[src/rtl/lift_platform_ctrl.sv]
// Lift platform sequencer: raises the platform while any pressure plate is held,
// dwells at the top after release, then lowers it, moving once per frame tick.
module lift_platform_ctrl #(
    parameter int Y_TOP       = 240,
    parameter int Y_BOTTOM    = 300,
    parameter int STEP        = 1,
    parameter int HOLD_FRAMES = 30
) (
    input  logic       Clk,
    input  logic       Reset,
    input  logic       frame_clk,
    input  logic       plate_a_fire,
    input  logic       plate_a_water,
    input  logic       plate_b_fire,
    input  logic       plate_b_water,
    input  logic       block_below,
    output logic [9:0] platform_y,
    output logic       moving,
    output logic       at_top,
    output logic       plate_a_lit,
    output logic       plate_b_lit
);

    localparam int HW = $clog2(HOLD_FRAMES + 2);
    localparam logic [10:0] YT11   = 11'(Y_TOP);
    localparam logic [10:0] YB11   = 11'(Y_BOTTOM);
    localparam logic [10:0] STEP11 = 11'(STEP);
    localparam logic [HW-1:0] HOLD_LOAD = HW'(HOLD_FRAMES);

    typedef enum logic [1:0] {IDLE, RISING, TOP, LOWERING} state_t;

    state_t        state, state_n;
    logic [9:0]    y_n;
    logic [HW-1:0] hold_cnt, hold_n;
    logic          moving_n;
    logic          frame_q;
    logic          tick;
    logic          pressed;
    logic [10:0]   y11;
    logic [10:0]   y_toward_top;
    logic [10:0]   y_toward_bottom;

    assign tick    = frame_clk & ~frame_q;
    assign pressed = plate_a_fire | plate_a_water | plate_b_fire | plate_b_water;
    assign at_top  = (platform_y == YT11[9:0]);

    // Saturating 11-bit step so a step larger than the remaining span clamps to the limit
    assign y11             = {1'b0, platform_y};
    assign y_toward_top    = (y11 >= YT11 + STEP11) ? (y11 - STEP11) : YT11;
    assign y_toward_bottom = (y11 + STEP11 <= YB11) ? (y11 + STEP11) : YB11;

    always_comb begin
        state_n  = state;
        y_n      = platform_y;
        hold_n   = hold_cnt;
        moving_n = moving;
        case (state)
            IDLE: begin
                y_n = YB11[9:0];
                if (pressed) state_n = RISING;
            end
            RISING: begin
                if (!pressed) begin
                    state_n = LOWERING;
                end else if (tick) begin
                    y_n = y_toward_top[9:0];
                    if (y_toward_top == YT11) begin
                        state_n = TOP;
                        hold_n  = HOLD_LOAD;
                    end
                end
            end
            TOP: begin
                if (pressed) begin
                    hold_n = HOLD_LOAD;
                end else if (hold_cnt == '0) begin
                    state_n = LOWERING;
                end else if (tick) begin
                    hold_n = hold_cnt - 1'b1;
                end
            end
            LOWERING: begin
                if (pressed) begin
                    state_n = RISING;
                end else if (tick && !block_below) begin
                    y_n = y_toward_bottom[9:0];
                    if (y_toward_bottom == YB11) state_n = IDLE;
                end
            end
            default: state_n = IDLE;
        endcase
        if (tick) moving_n = (y_n != platform_y);
    end

    always_ff @(posedge Clk) begin
        if (Reset) begin
            state       <= IDLE;
            platform_y  <= YB11[9:0];
            hold_cnt    <= '0;
            frame_q     <= 1'b0;
            moving      <= 1'b0;
            plate_a_lit <= 1'b0;
            plate_b_lit <= 1'b0;
        end else begin
            state       <= state_n;
            platform_y  <= y_n;
            hold_cnt    <= hold_n;
            frame_q     <= frame_clk;
            moving      <= moving_n;
            plate_a_lit <= plate_a_fire | plate_a_water;
            plate_b_lit <= plate_b_fire | plate_b_water;
        end
    end

endmodule

[config.mk]
export PLATFORM = sky130hd
export DESIGN_NAME = lift_platform_ctrl
export DESIGN_NICKNAME = d
export VERILOG_FILES = /design/src/rtl/lift_platform_ctrl.sv
export SDC_FILE = /design/constraint.sdc
export NUM_CORES = 1
export LEC_CHECK = 0
export ABC_AREA = 1
export BUFFER_PORTS_ARGS = -buffer_cell sky130_fd_sc_hd__buf_2
export CAP_MARGIN = 20
export CORE_MARGIN = 2
export CORE_UTILIZATION = 60
export DETAILED_ROUTE_END_ITERATION = 7
export PLACE_DENSITY_LB_ADDON = 0.1
export REMOVE_ABC_BUFFERS = 1
export SYNTH_ARGS = -nofsm -noshare
export SYNTH_HDL_FRONTEND = slang
export SYNTH_SLANG_ARGS = --single-unit
[constraint.sdc]
create_clock -name Clk -period 3.3 [get_ports Clk]
set_input_delay 0.33 -clock Clk [delete_from_list [all_inputs] [get_ports Clk]]
set_output_delay 0.33 -clock Clk [all_outputs]
set_load 0.01 [all_outputs]
**Word-level counts from Yosys, hierarchy flattened**

Cells that the tools add are included.

- Add/sub/neg operators: 3
- Shift operators: 0
- Reduce and logical (&&, ||, !) cells: 7
- Mux-type cells: 24
- Order comparisons: 2
- Bitwise operators: 6
- $mul: 0
- Div/mod/pow operators: 0
- Eq/ne operators: 19

Operators by type and width:

| operator | number |
|---|---|
| 10-bit 2-to-1 mux | 4 |
| 5-bit 2-to-1 mux | 6 |
| 10-bit case mux with 3 select lines | 1 |
| 11-bit 2-to-1 mux | 2 |
| 2-bit 2-to-1 mux | 9 |
| 3-bit inequality test (second input constant) | 6 |
| 2-bit inequality test (second input constant) | 6 |
| 10-bit by 1-bit adder with 11-bit output (second input constant) | 1 |
| 11-bit by 8-bit == test with 1-bit output (second input constant) | 1 |
| 11-bit by 9-bit == test with 1-bit output (second input constant) | 1 |
| 11-bit by 9-bit <= comparator with 1-bit output (second input constant) | 1 |
| 10-bit by 1-bit subtractor with 11-bit output (second input constant) | 1 |
| 10-bit by 8-bit == test with 1-bit output (second input constant) | 1 |
| 10-bit by 8-bit >= comparator with 1-bit output (second input constant) | 1 |
| 10-bit inequality test | 1 |
| 5-bit case mux with 2 select lines | 1 |
| 2-bit case mux with 4 select lines | 1 |
| 7-bit AND reduction | 1 |
| 6-bit AND reduction | 1 |
| 5-bit logical NOT | 1 |
| 5-bit by 1-bit subtractor with 5-bit output (second input constant) | 1 |
| 2-bit == test (second input constant) | 2 |
| 1-bit bitwise OR | 4 |
| 2-bit by 1-bit == test with 1-bit output (second input constant) | 1 |
| 6 further kinds | 6 |

- Input port bits: 8
- Memories: 0
- Bits in writable memories: 0
- Flip-flop bits (word level): 21
- Output and inout port bits: 14
- Memory bits (read-only): 0
- Word-level logic and storage cells: 68
- Bits in latches: 0

**Logic depth before layout (Yosys ltp)**

- Word-level depth: 8
- Mapped depth: 23
- Gate-level depth less buffers: 22

**Worst setup path before layout**

Ideal clock, no wire load.

- Path kind: reg-to-reg
- Start: register platform_y[0]
- End: register moving
- Clock period less this slack: 2.255 ns
- Arrival: 2.146 ns
- Path buffers: 0
- Slack: 1.045 ns
- Required time: 3.191 ns
- Library setup time: 0.109 ns
- Cell stages (with the launch flop): 21
- Cell sequence: dfxtp_1 ha_1 nand3_2 inv_1 nand2_1 xor2_1 inv_1 nand2_1 nand2_2 nand2_4 nand2_1 nand2_1 nand2_1 nand2_1 nand2_1 nand2_1 nand3_1 nor2_1 nand3_1 nand2_1 inv_1

- Longest elaborated chain between the ends: 7
- Elaborated cells on any way between the ends: 12
- Those cells by class: add/sub (2); order compare (2); eq/ne (1); mux (7)

Ends and longest elaborated chain:

| element | RTL line | text |
|---|---|---|
| start: declaration | 17 | `output logic [9:0] platform_y,` |
| start signal: assignment | 98 | `platform_y <= YB11[9:0];` |
| start signal: assignment | 106 | `platform_y <= y_n;` |
| 10-bit by 1-bit adder with 11-bit output | 50 | `assign y_toward_bottom = (y11 + STEP11 <= YB11) ? (y11 + STEP11) : YB11;` |
| 11-bit by 9-bit <= comparator with 1-bit output | 50 |  |
| 11-bit 2-to-1 mux | 50 |  |
| 10-bit 2-to-1 mux | 85 | `end else if (tick && !block_below) begin` |
| 10-bit 2-to-1 mux | 83 | `if (pressed) begin` |
| 10-bit case mux with 3 select lines | 57 | `case (state)` |
| 10-bit inequality test * | 92 | `if (tick) moving_n = (y_n != platform_y);` |
| end signal: assignment | 109 | `moving <= moving_n;` |
| end: declaration | 18 | `output logic moving,` |

Mark *: on every way between the ends. The rest lies on a longest branch, timed or not.
A chain may end at the register's enable or synchronous reset.

**Final worst setup path**

Same ends and word-level chain as after synthesis.

==> impl_metrics.py <==
metrics = {
    "grt": {
        "grt_pass1_vias": 2208,
        "track_usage_pct": 30.80,
        "overflow": 0,
        "grt_start_max_net_pins": 16,
        "antenna_found_initial": 0,
        "grt_pass1_wl_um": 9880,
    },
    "setup_path": {
        "ff2ff_path_depth": 16,
        "r2r_setup_slack_ns": 0.48,
        "rr_endpoint": "moving",
        "criticalPathCategory": "register to register",
        "arrival_ns": 3.05,
        "cp-startpoint": "platform_y[0]",
        "crit_path_start_kind": "register",
        "worstSetupEndpointType": "register",
        "reg2reg_from": "platform_y[0]",
        "cp-endpoint": "moving",
        "crit_required_ns": 3.53,
        "crit_fanout": 12,
    },
    "clock_tree": {
        "cts_max_path_buffers": 2,
        "ctsResizeCount": 0,
        "clkLatencyLatePin_ns": 0.31,
        "cts_sinks": 21,
        "cts_max_level": 1,
        "ctsHoldBuffers": 0,
        "cts.clk_slew.worst_paths_ns": 0.12,
        "cts_tree": "yes",
        "root_buffer": "clkbuf_4",
        "cts_buffers": 3,
        "cts_setup_buffers": 0,
    },
    "pwr": {
        "p_leak_nw": 1.066,
        "comb_power_share_pct": 67.3,
        "intPower_uw": 793.4,
        "ir_worst_vdd_mv": 0.4253,
        "seq_power_share_pct": 25.6,
        "clkPwrFrac_pct": 7.1,
        "p_per_area_mw_per_mm2": 820.7,
        "swShare_pct": 56.90,
        "fin_total_pwr_mw": 1.841,
        "p_switching_mw": 1.048,
    },
    "placed_design": {
        "place_hpwl_um": 4441,
        "dpl_worst_slack_ns": 0.5905,
        "io_buffers": 21,
        "dp_cells": 421,
        "place_congestion": 1.058,
        "placed_area_mm2": 0.002216,
    },
    "yosys": {
        "ys_seq_elements": 21,
        "yosysWarnings": 0,
        "ys_types": 32,
        "yosys-top-cells-area": "dfxtp_1 20%, nand2_1 20%, nand3_1 10%",
        "synth.avg_cell_area_um2": 5.777,
        "synth_top_flop_cell": "dfxtp_1",
        "synth_area_leader_cell": "dfxtp_1",
        "synth_commonest_cells": "109 x nand2_1, 42 x nand3_1, 38 x nor2_1",
        "synth_edf_count": 0,
        "synthArstFlopShare_pct": 0,
        "netlist_instances": 363,
        "synth.most_common_cell": "nand2_1",
        "yosysTopAreaCellShare_pct": 20.05,
        "syn_area_mm2": 0.002097,
        "ys_seq_area_share_pct": 20.05,
    },
    "floorplan": {
        "dieArea_mm2": 0.003984,
        "die_width_um": 63.12,
        "initial_core_util_pct": 62.84,
        "placementRows": 21,
        "fp.dieH_um": 63.12,
        "core_mm2": 0.003337,
        "ios": 22,
    },
    "detailed_routing": {
        "top_layer": "met4",
        "drc": 0,
        "wirelength_um": 5753,
        "antenna_left": 0,
        "vias_per_cell": 5.734,
        "vias": 2437,
        "met3_length_um": 469,
        "first_pass_iters": 5,
        "wl_met1_um": 2498,
        "drt_first_iter_violations": 199,
        "wl_per_cell_um": 13.54,
        "route.met2.wl_um": 2606,
    },
    "final_layout": {
        "drive_gt1_share_pct": 13.72,
        "fin_area_mm2": 0.002243,
        "n_fill_cell": 337,
        "nets": 399,
        "antenna_cells": 0,
        "post-route-util_pct": 67.23,
        "areaGrowthSynthToFinish_pct": 6.981,
        "layout.cells.non_filler": 425,
    },
    "timing": {
        "clock.fmax_mhz": 354.9,
        "whs_ns": 0.2182,
        "setup_tns_ns": 0,
        "min_period_ns": 2.818,
        "tightestPinTransition_ns": 0.5229,
        "hold_viol_final": 0,
        "period_share_pct": 85.39,
        "fin_skew_ns": 0.002383,
        "setup_ws_ns": 0.4820,
        "relSlewSlack_pct": 65.14,
        "rsz0062_at_grt": "no",
        "setup_viol": 0,
        "slew_viol_final": 0,
    },
    "flow_run": {
        "maxCapViolCount": 0,
    },
    "status": {
        "outcome": "finished, final reports clean",
    },
    "hold_path": {
        "hp-class": "primary input to register",
    },
}
-- flip-flops by register name, indices dropped and copies added, names as in the netlist --
signal,cells
frame_q,1
hold_cnt,5
moving,1
plate_a_lit,1
plate_b_lit,1
platform_y,10
state,2
-- area by class of cell --
cell class	instances	area [um2]	area share, %
Timing Repair Buffer	23	120.1	5.354
Sequential cell	21	420.4	18.74
Multi-Input combinational cell	294	1479	65.92
Clock buffer	3	22.52	1.004
Inverter	37	138.9	6.191
Tap cell	46	57.56	2.566
Clock inverter	1	5.005	0.2231
-- metal layers --
layer	global-route usage, %	up-vias
met4	13.61	0
met1	40.40	1080
met3	3.750	18
li1	-	1220
met2	50.66	119
met5	0	-
-- power groups by stage --
| stage | Combinational, mW | Sequential, mW | Clock [mW] |
|---|---|---|---|
| after floorplan | 0.917 | 0.461 | 0 |
| after global placement | 1.20 | 0.472 | 0 |
| after detailed placement | 1.21 | 0.473 | 0 |
| after CTS | 1.22 | 0.466 | 0.135 |
| after global routing | 1.42 | 0.483 | 0.142 |
| final | 1.24 | 0.472 | 0.130 |
-- worst min-delay path by stage --
| stage | from | end | cells after the start |
|---|---|---|---|
| finish | plate_b_water | plate_b_lit | 3 |
| global route | frame_clk | frame_q | 3 |
| CTS | plate_b_water | plate_b_lit | 3 |
| detailed placement | hold_cnt[1] | hold_cnt[1] | 2 |
| global placement | hold_cnt[1] | hold_cnt[1] | 2 |
| floorplan | Reset | hold_cnt[2] | 1 |
-- cell families after synthesis --
| kind of cell | count (synthesis) | share of synthesized area, % |
|---|---|---|
| flops | 21 | 20.05 |
| fa+ha+maj | 11 | 6.563 |
| xor+xnor | 5 | 2.088 |
| compound gates | 55 | 13.96 |
| buf+inv | 48 | 9.427 |
| simple gates | 223 | 47.91 |
-- placed cells by master (no fill, tap or decap), drive strengths merged --
| master | count |
|---|---|
| o211ai | 1 |
| xnor2 | 1 |
| or2 | 1 |
| clkbuf | 3 |
| nand4 | 11 |
| clkinv | 2 |
| a21oi | 31 |
| ha | 11 |
| buf | 23 |
| a22oi | 1 |
| nor3b | 1 |
| inv | 36 |
| a311oi | 1 |
| nand2 | 115 |
| a31oi | 4 |
| o21ai | 17 |
| nand3b | 1 |
| xor2 | 4 |
| nor2 | 46 |
| nor3 | 3 |
| dfxtp | 21 |
| nand3 | 45 |
-- critical path, cell delays in order (launching register included) --
cell     delay, ns
dfxtp_1       0.57
inv_2         0.18
ha_1          0.29
nand2_1       0.15
o21ai_0       0.09
nand2_1       0.28
o21ai_0       0.15
a21oi_1       0.21
nand2_1       0.09
a21oi_1       0.18
nand2_1       0.10
nand3_1       0.08
nand3_1       0.10
nor2_1        0.10
nand3_1       0.08
nand2_1       0.06
inv_1         0.03
(Power assumes the default switching activity.)
